===== config.mk =====
export PLATFORM = sky130hd
export DESIGN_NAME = dma_ctrl
export DESIGN_NICKNAME = d
export VERILOG_FILES = /design/src/rtl/dma_ctrl_pkg.sv /design/src/rtl/dma_ctrl_regfile.sv /design/src/rtl/dma_ctrl.sv
export SDC_FILE = /design/constraint.sdc
export NUM_CORES = 1
export LEC_CHECK = 0
export ABC_AREA = 1
export BUFFER_PORTS_ARGS = -buffer_cell sky130_fd_sc_hd__buf_2
export CORE_MARGIN = 4
export CORE_UTILIZATION = 60
export CTS_CLUSTER_DIAMETER = 150
export DETAILED_ROUTE_END_ITERATION = 12
export HOLD_SLACK_MARGIN = 0.06
export PLACE_DENSITY_LB_ADDON = 0.3
export SLEW_MARGIN = 10
export SYNTH_ARGS = -nofsm -noshare
export SYNTH_HDL_FRONTEND = slang
export SYNTH_SLANG_ARGS = --single-unit

===== constraint.sdc =====
create_clock -name i_clk -period 3 [get_ports i_clk]
set_clock_uncertainty 0.05 [all_clocks]
set_input_delay 0.3 -clock i_clk [delete_from_list [all_inputs] [get_ports i_clk]]
set_output_delay 0.3 -clock i_clk [all_outputs]
set_load 0.02 [all_outputs]

===== src/rtl/dma_ctrl_pkg.sv =====
// Shared definitions for the DMA controller: register offsets, CTRL bit positions
// and FSM state encoding.
package dma_ctrl_pkg;

    localparam logic [1:0] REG_SRC  = 2'd0;
    localparam logic [1:0] REG_DST  = 2'd1;
    localparam logic [1:0] REG_LEN  = 2'd2;
    localparam logic [1:0] REG_CTRL = 2'd3;

    localparam int CTRL_START   = 0;
    localparam int CTRL_IE      = 1;
    localparam int CTRL_DONE    = 2;
    localparam int CTRL_SRC_FIX = 3;
    localparam int CTRL_DST_FIX = 4;
    localparam int CTRL_FILL    = 5;
    localparam int CTRL_ABORT   = 7;

    typedef enum logic [2:0] {
        ST_IDLE    = 3'd0,
        ST_ARB     = 3'd1,
        ST_RD      = 3'd2,
        ST_CAP     = 3'd3,
        ST_WR      = 3'd4,
        ST_RESTORE = 3'd5,
        ST_GAP     = 3'd6
    } dma_state_t;

endpackage


===== src/rtl/dma_ctrl_regfile.sv =====
// DMA slave register block: address decode, SRC/DST/LEN/CTRL storage and read mux.
// FILL storage exists only when DMA_FILL_EN is defined; otherwise CTRL bit 5 reads 0.
module dma_ctrl_regfile
    import dma_ctrl_pkg::*;
#(
    parameter logic [15:0] BASE_ADDR = 16'h0440
) (
    input  logic        clk,
    input  logic        reset_n,
    input  logic        bus_we,
    input  logic [15:0] bus_addr,
    input  logic [15:0] bus_wdata,
    input  logic        grant,
    input  logic        word_step,
    input  logic        finish,
    output logic [15:0] reg_rdata,
    output logic [15:0] src,
    output logic [15:0] dst,
    output logic [15:0] len,
    output logic        ie,
    output logic        done,
    output logic        abort,
    output logic        fill,
    output logic        start_go
);

    logic [15:0] offset;
    logic [1:0]  sel;
    logic        hit;
    logic        wr_en;
    logic        wr_src;
    logic        wr_dst;
    logic        wr_len;
    logic        wr_ctrl;
    logic        start_empty;
    logic        busy;
    logic        src_fix;
    logic        dst_fix;

    assign offset = bus_addr - BASE_ADDR;
    assign hit    = (offset[15:2] == 14'd0);
    assign sel    = offset[1:0];

    // The DMA's own master cycles are never stored, even if they address this block.
    assign wr_en   = bus_we && !grant && hit;
    assign wr_src  = wr_en && (sel == REG_SRC);
    assign wr_dst  = wr_en && (sel == REG_DST);
    assign wr_len  = wr_en && (sel == REG_LEN);
    assign wr_ctrl = wr_en && (sel == REG_CTRL);

    assign start_go    = wr_ctrl && !busy && bus_wdata[CTRL_START] && (len != 16'd0);
    assign start_empty = wr_ctrl && !busy && bus_wdata[CTRL_START] && (len == 16'd0);

    always_ff @(posedge clk) begin
        if (!reset_n) begin
            src     <= '0;
            dst     <= '0;
            len     <= '0;
            busy    <= 1'b0;
            ie      <= 1'b0;
            done    <= 1'b0;
            abort   <= 1'b0;
            src_fix <= 1'b0;
            dst_fix <= 1'b0;
        end else begin
            if (wr_src && !busy)
                src <= bus_wdata;
            else if (word_step && !src_fix && !fill)
                src <= src + 16'd1;

            if (wr_dst && !busy)
                dst <= bus_wdata;
            else if (word_step && !dst_fix)
                dst <= dst + 16'd1;

            if (wr_len && !busy)
                len <= bus_wdata;
            else if (word_step)
                len <= len - 16'd1;

            if (start_go)
                busy <= 1'b1;
            else if (finish)
                busy <= 1'b0;

            // A set in the same cycle as a write-1-clear wins.
            if (finish || start_empty)
                done <= 1'b1;
            else if (wr_ctrl && bus_wdata[CTRL_DONE])
                done <= 1'b0;

            if (finish)
                abort <= 1'b0;
            else if (wr_ctrl && busy && bus_wdata[CTRL_ABORT])
                abort <= 1'b1;

            if (wr_ctrl)
                ie <= bus_wdata[CTRL_IE];

            if (wr_ctrl && !busy) begin
                src_fix <= bus_wdata[CTRL_SRC_FIX];
                dst_fix <= bus_wdata[CTRL_DST_FIX];
            end
        end
    end

`ifdef DMA_FILL_EN
    always_ff @(posedge clk) begin
        if (!reset_n)
            fill <= 1'b0;
        else if (wr_ctrl && !busy)
            fill <= bus_wdata[CTRL_FILL];
    end
`else
    assign fill = 1'b0;
`endif

    always_comb begin
        reg_rdata = '0;
        if (hit) begin
            case (sel)
                REG_SRC: reg_rdata = src;
                REG_DST: reg_rdata = dst;
                REG_LEN: reg_rdata = len;
                REG_CTRL: begin
                    reg_rdata[CTRL_START]   = busy;
                    reg_rdata[CTRL_IE]      = ie;
                    reg_rdata[CTRL_DONE]    = done;
                    reg_rdata[CTRL_SRC_FIX] = src_fix;
                    reg_rdata[CTRL_DST_FIX] = dst_fix;
                    reg_rdata[CTRL_FILL]    = fill;
                    reg_rdata[CTRL_ABORT]   = abort;
                end
                default: reg_rdata = '0;
            endcase
        end
    end

endmodule


===== src/rtl/dma_ctrl.sv =====
// Memory-to-memory DMA engine: bus-ownership FSM, data register, burst counter and
// master outputs. Optional constant-fill mode is built only with DMA_FILL_EN defined.
//
//   state   | meaning
//   IDLE    | CPU runs; wait for START with LEN != 0
//   ARB     | CPU stalled, bus not yet granted (handover cycle)
//   RD      | DMA drives SRC as read address
//   CAP     | SRC held; read data captured at the edge
//   WR      | DMA writes data (or fill constant) to DST; counters step
//   RESTORE | bus back to CPU, CPU still stalled so its read is re-presented
//   GAP     | one guaranteed CPU cycle between bursts
module dma_ctrl
    import dma_ctrl_pkg::*;
#(
    parameter logic [15:0] BASE_ADDR = 16'h0440,
    parameter int          BURST_LEN = 4
) (
    input  logic        i_clk,
    input  logic        i_reset_n,
    input  logic        i_bus_we,
    input  logic [15:0] i_bus_addr,
    input  logic [15:0] i_bus_wdata,
    output logic [15:0] o_reg_rdata,
    input  logic [15:0] i_bus_rdata,
    output logic [15:0] o_m_addr,
    output logic [15:0] o_m_wdata,
    output logic        o_m_we,
    output logic        o_grant,
    output logic        o_cpu_ce,
    output logic        o_int
);

    localparam int            BW         = $clog2(BURST_LEN + 1);
    localparam logic [BW-1:0] BURST_INIT = BW'(BURST_LEN);

    dma_state_t    state;
    dma_state_t    state_nxt;
    logic [15:0]   data_q;
    logic [BW-1:0] burst_left;
    logic [15:0]   src;
    logic [15:0]   dst;
    logic [15:0]   len;
    logic          ie;
    logic          done;
    logic          abort;
    logic          fill;
    logic          start_go;
    logic          word_step;
    logic          finish;
    logic          m_we;

    dma_ctrl_regfile #(
        .BASE_ADDR (BASE_ADDR)
    ) u_regfile (
        .clk       (i_clk),
        .reset_n   (i_reset_n),
        .bus_we    (i_bus_we),
        .bus_addr  (i_bus_addr),
        .bus_wdata (i_bus_wdata),
        .grant     (o_grant),
        .word_step (word_step),
        .finish    (finish),
        .reg_rdata (o_reg_rdata),
        .src       (src),
        .dst       (dst),
        .len       (len),
        .ie        (ie),
        .done      (done),
        .abort     (abort),
        .fill      (fill),
        .start_go  (start_go)
    );

    always_ff @(posedge i_clk) begin
        if (!i_reset_n) begin
            state      <= ST_IDLE;
            data_q     <= '0;
            burst_left <= BURST_INIT;
        end else begin
            state <= state_nxt;
            if (state == ST_CAP)
                data_q <= i_bus_rdata;
            if (state == ST_WR)
                burst_left <= burst_left - BW'(1);
            else if (state == ST_IDLE || state == ST_GAP)
                burst_left <= BURST_INIT;
        end
    end

    always_comb begin
        state_nxt = state;
        word_step = 1'b0;
        finish    = 1'b0;
        o_grant   = 1'b0;
        o_cpu_ce  = 1'b0;
        o_m_addr  = '0;
        o_m_wdata = '0;
        m_we      = 1'b0;
        case (state)
            ST_IDLE: begin
                o_cpu_ce = 1'b1;
                if (start_go)
                    state_nxt = ST_ARB;
            end
            ST_ARB: begin
                state_nxt = fill ? ST_WR : ST_RD;
            end
            ST_RD: begin
                o_grant   = 1'b1;
                o_m_addr  = src;
                state_nxt = ST_CAP;
            end
            ST_CAP: begin
                o_grant   = 1'b1;
                o_m_addr  = src;
                state_nxt = ST_WR;
            end
            ST_WR: begin
                o_grant   = 1'b1;
                o_m_addr  = dst;
                o_m_wdata = fill ? src : data_q;
                m_we      = 1'b1;
                word_step = 1'b1;
                // len and burst_left are judged as they will be after this word.
                if (len != 16'd1 && burst_left != BW'(1) && !abort)
                    state_nxt = fill ? ST_WR : ST_RD;
                else
                    state_nxt = ST_RESTORE;
            end
            ST_RESTORE: begin
                if (len != 16'd0 && !abort) begin
                    state_nxt = ST_GAP;
                end else begin
                    state_nxt = ST_IDLE;
                    finish    = 1'b1;
                end
            end
            ST_GAP: begin
                o_cpu_ce  = 1'b1;
                state_nxt = ST_ARB;
            end
            default: state_nxt = ST_IDLE;
        endcase
    end

    assign o_m_we = m_we && i_reset_n;
    assign o_int  = done && ie;

endmodule


# ---- Word-level counts from Yosys, hierarchy flattened
# Index checks and enable logic that the tools add are counted.
dict set report word_totals {
  reg_bits 76
  inputBits 51
  out_inout_bits 52
  elab_cells 103
}
dict set report classes {
  addsub 5
  eq_ne 12
  mux 28
  bitwise_logic 1
  n_reduce_logical 45
}
# operator n
set ops {}
lappend ops {{$mux 16} 8}
lappend ops {{$add 16x1->16 const B} 2}
lappend ops {{$pmux 16 s2} 1}
lappend ops {{$pmux 6 s4} 1}
lappend ops {{$pmux 8 s3} 1}
lappend ops {{$logic_and 1x1->1} 23}
lappend ops {{$pmux 3 s7} 1}
lappend ops {{$logic_not 16->1} 1}
lappend ops {{$ne 16x1->1 const B} 1}
lappend ops {{$reduce_bool 16->1} 1}
lappend ops {{$sub 16x1->16 const B} 1}
lappend ops {{$sub 16x11->16 const B} 1}
lappend ops {{$mux 3} 5}
lappend ops {{$logic_not 14->1} 1}
lappend ops {{$reduce_bool 2->1} 6}
lappend ops {{$eq 3x3->1 const B} 3}
lappend ops {{$mux 1} 9}
lappend ops {{$eq 3x2->1 const B} 2}
lappend ops {{$reduce_or 2->1} 3}
lappend ops {{$logic_not 1->1} 5}
lappend ops {{$eq 2x2->1 const B} 2}
lappend ops {{$pmux 1 s4} 1}
lappend ops {{$eq 3x1->1 const B} 1}
lappend ops {{$logic_not 3->1} 1}
lappend ops {{9 further kinds} 10}

# ---- Longest topological paths before layout
# Gate-level depths: netlist of the first run.
dict set report logic_depth {
  depth_word 12
  ltp_mapped 12
  ltp_nobuf 12
}

# ---- Hierarchy
# Synthesis of the first run repeated with hierarchy kept, for this count alone.
dict set report hier_totals {
  hier_cells 961
  hier_area_um2 5788.1
}
# module n_inst cells_per_inst area_per_inst_um2 seq_area_each_um2
set by_module_without_submodules {}
lappend by_module_without_submodules {dma_ctrl_regfile 1 739 4383.0 1081.0}
lappend by_module_without_submodules {dma_ctrl 1 222 1405.1 440.4}

# ---- Worst setup path after synthesis of the first run
# No wires, ideal clock.
dict set report synth_timing {
  kind {in2out}
  from {input i_bus_addr[1]}
  to {output o_reg_rdata[14]}
  arrival_ns 1.553
  required_ns 2.650
  path_slack_ns 1.097
  stages 6
  n_path_buf 1
  path_cell_list {inv_1 > or2_2 > inv_1 > buf_1 > nand2_1 > a31oi_1}
}
dict set report synth_between {
  elab_chain_cells 4
  word_cells_on_any_way 7
  classes_between {add/sub: 1; eq/ne: 2; mux: 2; reduce/logical: 2}
}
# element line_no
set synth_rtl {}
lappend synth_rtl {{from (decl)} dma_ctrl.sv:21} ;# input logic [15:0] i_bus_addr,
lappend synth_rtl {{$sub 16x11->16 (*)} dma_ctrl_regfile.sv:40} ;# assign offset = bus_addr - BASE_ADDR;
lappend synth_rtl {{$eq 2x2->1 (tied with other cells)} dma_ctrl_regfile.sv:121} ;# case (sel)
lappend synth_rtl {{$pmux 8 s3} dma_ctrl_regfile.sv:121}
lappend synth_rtl {{$mux 16 (*)} dma_ctrl_regfile.sv:120} ;# if (hit) begin
lappend synth_rtl {{to (decl)} dma_ctrl.sv:23} ;# output logic [15:0] o_reg_rdata,
# Mark *: on every way between the ends. The rest lies on a longest branch, timed or not.

# ---- Worst setup path after layout of the first run
dict set report layout_timing {
  from {register state[2]}
  to {output o_m_addr[15]}
}
dict set report layout_between {
  elab_chain_cells 3
  word_cells_on_any_way 5
  classes_between {eq/ne: 3; mux: 1; reduce/logical: 1}
}
# element line_no
set layout_rtl {}
lappend layout_rtl {{from (decl)} dma_ctrl.sv:36} ;# dma_state_t state;
lappend layout_rtl {{from (signal assigned)} dma_ctrl.sv:80} ;# state <= state_nxt;
lappend layout_rtl {{$eq 3x2->1} dma_ctrl.sv:99} ;# case (state)
lappend layout_rtl {{$reduce_or 2->1 (no line)} n/a}
lappend layout_rtl {{$pmux 16 s2 (*)} dma_ctrl.sv:99}
lappend layout_rtl {{to (decl)} dma_ctrl.sv:25} ;# output logic [15:0] o_m_addr,
# Marked as above.

==> flow_summary.yaml, run 1 <==
yosys:
  netlist_top_cells_area: "dfxtp_1, nand2_1, nor2_1, inv_1, nand3_1"
  yosysSeqAreaShare_pct: 29.91
  synth_top_area_cell: "dfxtp_1"
  synthesis.area_um2: 5086
  ys_types: 31
  synth-edff-count: 0
  ys_warn_count: 0
  syn_nets: 924
  synth_flop_cell: "dfxtp_1"
  yosysMostFrequentCell: "nand2_1"
  ys_seq_elements: 76
  synth_top_area_share_pct: 29.91
  synth_cells: 867
  synth_commonest_cells: "nand2_1, nor2_1, inv_1, nand3_1, dfxtp_1"
  synthArstFlopShare_pct: 0
  avgSynthCellArea_um2: 5.866
clock_tree:
  post_cts_resized: 0
  clockRootBuffer: "clkbuf_8"
  cts_hold_buf: 0
  ctsLongestPathBuffers: 2
  numCtsBuffers: 9
  tritoncts: "built"
  insertion_delay_ps: 360
  post_cts_buffers: 0
  cts.sinks: 76
  clkSlewWorstSetupHoldPaths_ps: 100
  h-tree-depth: 3
worst_hold_path:
  hold_class: "input pin to register"
  hp-start: "i_bus_rdata[5]"
worst_setup_path:
  path_buf_inv: 3
  r2r_slack_ps: 860
  critPathMaxFanout: 16
  critical_path.cell_chain: "inv_2 > nand3_1 > nand2_1 > inv_1 > o21ai_0 > buf_2"
  critPathSlowestCell: "inv_1"
  required_ps: 2650
  cp_top_family: "buffers and inverters"
  startpoint: "state[2]"
  crit_type: "register to primary output"
  arrival_ps: 2030
  max_stage_delay_ps: 480
  start_kind: "register"
  r2r-start: "state[0]"
  end_kind: "primary output"
timing:
  setup_violations: 0
  hold_viol_final: 0
  final.min_clock_period_ps: 2382
  min_period_over_period_pct: 79.39
  tightest_slew_ps: 708.6
  maxSlewHeadroom_pct: 52.59
  fmax_mhz: 419.9
  fin_tns_setup_ps: 0
  final-max-slew-violation-count: 0
  rsz0062_at_grt: "false"
die:
  ios: 103
  start_util_pct: 61.90
  core-area_um2: 8217
  die_h_um: 100.1
  die_area_um2: 10010
  die_w_um: 100.1
  rows: 33
final_layout:
  n_antenna_cell: 0
  nNetsFinal: 1020
  syn_to_final_growth_pct: 16.06
  post-route-cell-area_um2: 5903
  fillCellCount: 756
  stdcell_count: 1073
  regArea_um2: 1521
  multi_input_area_um2: 2948
  final_core_util_pct: 71.84
  drive_gt1_share_pct: 15.70
global_routing:
  antenna_found_initial: 0
  grt_start_max_net_pins: 53
  grtUsageTotal_pct: 31.32
  grt_pass1_wl_um: 25190
  grt_pass1_vias: 5462
  overflow: 0
power:
  ir_drop_uv: 311.7
  power.switching_uw: 589.2
  clock_power_share_pct: 41.5
  intPower_uw: 1471
  powerDensity_nw_per_um2: 349.0
  seq_power_share_pct: 49.5
  pwr-share-comb_pct: 9.0
  switching_share_pct: 28.60
  p_leak_uw: 0.002872
drt:
  drc_errors: 0
  wl_per_cell_um: 14.46
  wirelength_um: 15510
  dr.pass1.iters: 5
  vias_per_cell: 5.473
  final_antenna_net_count: 0
  dr_total_vias: 5872
  drtIter0Drc: 522
flow_run:
  drv_cap: 0
placed_design:
  routabilityCongestion: 1.048
  dpl.hpwl_um: 11330
  placedCellCount: 1057
  dpl-instance-area_um2: 5697
  port_buffers: 102
status:
  status: "finished, final reports clean"
==> layout make-up <==
class | count | share of cell area [%]
Sequential cell | 76 | 25.77
Clock buffer | 9 | 2.098
Tap cell | 105 | 2.226
Clock inverter | 7 | 1.399
Multi-Input combinational cell | 629 | 49.94
Timing Repair Buffer | 113 | 10.05
Inverter | 134 | 8.521
==> placed cells by master (no fill, tap or decap), types with 2 or more instances in the layout <==
master,netlist,routed
nor3_1,11,11
nor2_4,4,4
inv_1,125,125
a221oi_1,7,7
a211oi_1,2,2
o22ai_1,17,17
clkbuf_8,0,9
xor2_1,17,17
nand3_2,2,2
o21ai_0,33,33
a31oi_1,11,11
clkinvlp_4,0,2
ha_1,6,6
nor2_2,3,3
a21oi_1,29,29
buf_2,1,102
or2_2,5,5
dfxtp_1,76,76
nor2_1,148,148
nand4_1,13,13
inv_2,7,7
nand2_1,224,224
nand3_1,91,91
inv_6,0,3
clkinv_1,2,2
buf_4,2,11
==> power groups by stage <==
stage / Combinational, uW / Clock (uW) / Sequential, uW
2_1_floorplan: 102 / 0 / 1040
4_1_cts: 182 / 846 / 1020
6_report: 186 / 856 / 1020
3_5_place_dp: 181 / 0 / 1040
3_3_place_gp: 180 / 0 / 1040
5_1_grt: 205 / 894 / 1020
==> worst reg2reg max path, stage by stage (launching register included) <==
cell and delay (ps):
dfxtp_1 340, inv_1 150, nand3_2 130, buf_4 240, nor2_1 120, buf_4 250, inv_1 230, nand2_2 280
nor2_1 70, nor2_1 100, nor2_1 50
==> per-layer routing <==
metal  global-route usage (%)  vias up  routed length, um
met5                        0        -                  0
met4                    10.26        0                301
met3                    6.532       37               1494
met2                    51.98      278               7210
met1                    40.77     2611               6507
li1                         -     2946                  -
==> per-stage QoR <==
step	setup slack, ps	hold slack, ps	power (uW)
2_1_floorplan	1097	380.0	1143
3_3_place_gp	858.7	389.6	1222
3_5_place_dp	842.8	395.2	1224
4_1_cts	694.5	154.4	2047
5_1_grt	494.3	170.4	2119
6_report	618.2	155.1	2060
==> state kept, by name, indices dropped and copies added (netlist names) <==
name               flops
burst_left             3
state                  3
u_regfile.len         16
u_regfile.src         16
u_regfile.busy         1
u_regfile.ie           1
u_regfile.src_fix      1
u_regfile.done         1
u_regfile.dst_fix      1
u_regfile.dst         16
data_q                16
u_regfile.abort        1
==> final timing paths <==
path                            cells past startpoint               end
worst min register to register                      2         data_q[1]
worst min-delay path                                3         data_q[5]
worst max register to register                     10  u_regfile.dst[7]
worst max-delay path                                6      o_m_addr[15]
==> cell families after synthesis <==
group / Yosys count / synth area share, %
compound gates: 102 / 11.51
xor+xnor: 17 / 2.927
fa+ha+maj: 6 / 1.476
buf+inv: 162 / 12.13
flops: 76 / 29.91
simple gates: 504 / 42.04
No activity file was read; power rests on OpenSTA's default activity.
==> run 2: changes to the inputs <==
- CORE_UTILIZATION: 60 -> 56
- clock period: 3 -> 2.3 ns (I/O delays scaled with it)
==> run 2 against run 1 <==
Critical path depth increased by 1. Global-route usage decreased by 2.6 points. Clock-buffer cell count unchanged. Register-to-register slack got worse by 510 ps. Sequential cell count unchanged. First-iteration DRC count decreased by 11%. Non-clock buffer count increased by 5. Total power increased by 35%. Sequential power increased by 30%. Utilization decreased by 3.6 points. Critical endpoint unchanged. Largest power group unchanged. Highest routed layer unchanged.
==> flow_summary.yaml, run 2 (synthesis gave the netlist of run 1 again) <==
drt:
  wl_per_cell_um: 14.20
  drtIter0Drc: 464
  wirelength_um: 15350
  final_antenna_net_count: 0
  dr.pass1.iters: 5
  vias_per_cell: 5.433
  dr_total_vias: 5873
  drc_errors: 0
clock_tree:
  tritoncts: "built"
  cts_hold_buf: 0
  ctsLongestPathBuffers: 2
  clkSlewWorstSetupHoldPaths_ps: 90
  insertion_delay_ps: 360
  numCtsBuffers: 9
  cts.sinks: 76
  h-tree-depth: 3
  clockRootBuffer: "clkbuf_8"
worst_setup_path:
  r2r-end: "u_regfile.len[6]"
  required_ps: 2020
  start_kind: "register"
  r2r_slack_ps: 350
  reg2reg_depth: 10
  critPathMaxFanout: 16
  arrival_ps: 1890
  crit_type: "register to primary output"
  r2r-start: "state[2]"
  end_kind: "primary output"
final_layout:
  final_common_cell: "nand2_1"
  nNetsFinal: 1025
  syn_to_final_growth_pct: 17.64
  final_cell_mix: "nand2_1, nor2_1, inv_1"
  n_antenna_cell: 0
  drive_gt1_share_pct: 16.24
global_routing:
  grt_pass1_wl_um: 24150
  grt_pass1_vias: 5084
  overflow: 0
  grt_start_max_net_pins: 53
  grtUsageTotal_pct: 28.70
  antenna_found_initial: 0
die:
  rows: 34
  core-area_um2: 8763
  ios: 103
  start_util_pct: 58.04
  die_w_um: 103.3
  die_area_um2: 10670
  die_h_um: 103.3
placed_design:
  dpl.hpwl_um: 11560
  place_ws_ps: 331.6
  routabilityCongestion: 1.008
  port_buffers: 102
timing:
  setup_violations: 0
  fin_tns_setup_ps: 0
  hold_viol_final: 0
  min_period_over_period_pct: 94.44
  rsz0062_at_grt: "false"
  fin_ws_ps: 128.0
  tightest_slew_ps: 534.2
  fmax_mhz: 460.4
  final-max-slew-violation-count: 0
  final.min_clock_period_ps: 2172
  maxSlewHeadroom_pct: 64.38
power:
  ir_drop_uv: 374.9
  powerDensity_nw_per_um2: 466.4
  report.power.total_uw: 2790
  p_leak_uw: 0.002916
worst_hold_path:
  hp-start: "i_bus_rdata[14]"
  hold_class: "input pin to register"
  min_path_cells: 3
  hold_end: "data_q[14]"
status:
  status: "finished, final reports clean"
flow_run:
  drv_cap: 0
## run 2: report_power, final
part	switching (uW)	internal [uW]
Combinational	174	86.6
Sequential	6.70	1320
Clock	570	631
Total	751	2040
## run 2: worst max-delay path by stage
stage,to,start,depth (start not counted)
floorplan,o_reg_rdata[14],i_bus_addr[1],6
global placement,o_reg_rdata[14],i_bus_addr[3],7
detailed placement,o_reg_rdata[6],i_bus_addr[3],7
CTS,o_m_addr[6],state[2],6
global route,o_m_addr[6],state[0],7
finish,o_m_addr[15],state[0],7
## run 2: routing by layer
layer	part of all wire (%)	track usage, %	up-vias
met5	0	0	-
met4	3.3	10.86	0
met3	9.8	5.298	48
met2	44	45.24	295
met1	43	39.09	2580
li1	-	-	2950
## run 2: what timing repair did
action,CTS,global route
setup endpoints to repair,0,2
hold endpoints to repair,0,0
resized for setup,0,1
setup buffers,0,1
## run 2: final cells by class
cell class,count,area [um2]
Multi-Input combinational cell,629,2948
Fill cell,823,2780
Sequential cell,76,1521
Timing Repair Buffer,118,643.1
Inverter,134,506.7
Tap cell,108,135.1
Clock buffer,9,123.9
Clock inverter,7,105.1
## run 2: critical path, cell delays in order (launching register included)
cell	delay, ps
dfxtp_1	340
inv_1	140
nand3_1	120
nand2_1	200
clkinvlp_4	150
buf_12	160
o21ai_0	210
buf_2	210
## run 2: per-stage QoR
step | hold slack (ps) | area, um2 | util [%] | cells
after floorplan | 314.9 | 5086 | - | 867
after global placement | 391.4 | 5731 | 65.39 | 1064
after detailed placement | 394.8 | 5731 | 65.39 | 1064
after CTS | 88.59 | 5959 | 68.00 | 1080
after global routing | 101.7 | 5983 | 68.28 | 1081
final | 95.02 | 5983 | 68.28 | 1081
==> run 3: changes to the inputs <==
- BUFFER_PORTS_ARGS: -buffer_cell sky130_fd_sc_hd__buf_2 -> default
- CORE_UTILIZATION: 56 -> 60
- DONT_BUFFER_PORTS: default -> 1
==> run 3 against run 2 <==
Routed wire length is 19% higher. Setup slack got worse by 21 ps. Clock-buffer cell count unchanged. Largest power group unchanged. Sequential share of layout area shrank 0.70 points. Sequential cell count unchanged. Non-clock buffer count fell by 21. Die area fell by 6.2%. Total power down 1.9%. Cell count shrank 2.1%. Fmax fell by 0.98%. Sequential power hardly changed.
==> flow_summary.yaml, run 3 (synthesis gave the netlist of run 1 again) <==
die:
  die_area_um2: 10010
  die_h_um: 100.1
  ios: 103
  core-area_um2: 8217
  die_w_um: 100.1
  rows: 33
  start_util_pct: 61.90
drt:
  wl_per_cell_um: 17.23
  final_antenna_net_count: 0
  dr.pass1.iters: 8
  vias_per_cell: 5.773
  drc_errors: 0
  drtIter0Drc: 486
  wirelength_um: 18230
  dr_total_vias: 6108
global_routing:
  grt_start_max_net_pins: 53
  grt_use_met2_pct: 62.44
  grt_pass1_wl_um: 29290
  gr-usage-met1_pct: 45.69
  antenna_found_initial: 0
  grtUsageTotal_pct: 37.08
  use_met3_pct: 9.034
  grt_pass1_vias: 5917
  overflow: 0
  busiest_layer: "met2"
worst_hold_path:
  hp-start: "i_bus_wdata[13]"
  min_path_cells: 4
  hold_class: "input pin to register"
  hold_end: "u_regfile.len[13]"
timing:
  fin_tns_setup_ps: 0
  final-max-slew-violation-count: 0
  fmax_mhz: 455.9
  tightest_slew_ps: 622.0
  rsz0062_at_grt: "false"
  fin_ws_ps: 106.6
  maxSlewHeadroom_pct: 58.38
  setup_violations: 0
  final.min_clock_period_ps: 2193
  hold_viol_final: 0
  min_period_over_period_pct: 95.37
worst_setup_path:
  path_buf_inv: 4
  end_kind: "primary output"
  r2r_slack_ps: 310
  reg2reg_depth: 11
  critPathMaxFanout: 10
  critPathSlowestCell: "dfxtp_1"
  critical_path.cell_chain: "inv_2 > nand3_1 > nand2_1 > inv_1 > buf_4 > o22ai_1 > buf_4"
  required_ps: 2020
  cp_top_family: "buffers and inverters"
  arrival_ps: 1910
  r2r-start: "state[2]"
  max_stage_delay_ps: 460
  start_kind: "register"
  timing.critical_path.mode_cell: "buf_4"
  r2r-end: "u_regfile.done"
  crit_type: "register to primary output"
clock_tree:
  post_cts_resized: 0
  insertion_delay_ps: 380
  ctsLongestPathBuffers: 2
  h-tree-depth: 3
  clkSlewWorstSetupHoldPaths_ps: 90
  numCtsBuffers: 9
  tritoncts: "built"
  cts.sinks: 76
  clockRootBuffer: "clkbuf_8"
  post_cts_buffers: 0
placed_design:
  dpl.hpwl_um: 12710
  placedCellCount: 1009
  routabilityCongestion: 0.9591
  port_buffers: 0
  dpl-instance-area_um2: 5604
  place_ws_ps: 318.4
status:
  status: "finished, final reports clean"
final_layout:
  nNetsFinal: 1004
  post-route-cell-area_um2: 6153
  fillCellCount: 668
  final_cell_mix: "nand2_1, nor2_1, inv_1"
  drive_gt1_share_pct: 11.03
  final_core_util_pct: 74.89
  syn_to_final_growth_pct: 20.98
  final_common_cell: "nand2_1"
  stdcell_count: 1058
power:
  p_leak_uw: 0.002832
  ir_drop_uv: 392.3
  powerDensity_nw_per_um2: 444.6
flow_run:
  drv_cap: 0
## run 3: changes by cell type in the layout (fill, tap and decap cells not counted), sizes merged
cell         previous run  this run
clkinvlp                2         0
clkinv                  2         5
dlygate4sd3             0        31
diode                   0         1
buf                   118        66
bufinv                  2         1
## run 3: repair_timing
action | 4_1_cts | 5_1_grt
hold endpoints to repair | 67 | 0
hold buffers | 32 | 0
endpoints found under the setup margin | 0 | 0
## run 3: worst register-to-register path, stage by stage, from the launching register on
cell and delay (ps):
dfxtp_1 460, inv_2 80, nand3_1 90, nand2_1 130, nor2_4 180, inv_1 100, nor2_2 360, nand3_1 140
nand2_1 90, nand2_1 50, nor2_1 100, nor2_1 40
## run 3: where the power goes
group | internal, uW | leakage, uW | switching [uW]
clock | 530 | 0.000109 | 619
combinational | 94.0 | 0.00211 | 163
sequential | 1320 | 0.000612 | 7.30
total | 1950 | 0.00283 | 789
## run 3: layout make-up
type | count | area, um2 | area share (%)
Antenna cell | 1 | 2.502 | 0.04067
Clock buffer | 9 | 123.9 | 2.013
Clock inverter | 7 | 92.59 | 1.505
Inverter | 134 | 503.0 | 8.174
Multi-Input combinational cell | 629 | 2948 | 47.91
Sequential cell | 76 | 1521 | 24.73
Tap cell | 105 | 131.4 | 2.135
Timing Repair Buffer | 97 | 830.8 | 13.50
## run 3: layer usage
| metal | wire (um) | up-vias |
|---|---|---|
| met5 | 0 | - |
| met4 | 433 | 0 |
| met3 | 2219 | 41 |
| met2 | 8682 | 372 |
| met1 | 6895 | 2780 |
| li1 | - | 2915 |
## run 3: worst max path at each step
stage	startpoint	to	slack (ps)	depth (start not counted)
after floorplan	i_bus_addr[1]	o_reg_rdata[14]	540	6
after global placement	i_bus_addr[9]	o_reg_rdata[15]	380	8
after detailed placement	i_bus_addr[9]	o_reg_rdata[15]	320	8
after CTS	state[2]	o_m_addr[6]	160	7
after global routing	state[0]	o_m_addr[13]	10	7
final	state[2]	o_m_addr[13]	110	7
## run 3: metrics by stage
| stage | power [uW] | hold WS, ps |
|---|---|---|
| finish | 2736 | 62.11 |
| global route | 2795 | 76.44 |
| CTS | 2712 | 60.18 |
| detailed placement | 1533 | 270.0 |
| global placement | 1527 | 259.9 |
| floorplan | 1491 | 314.9 |
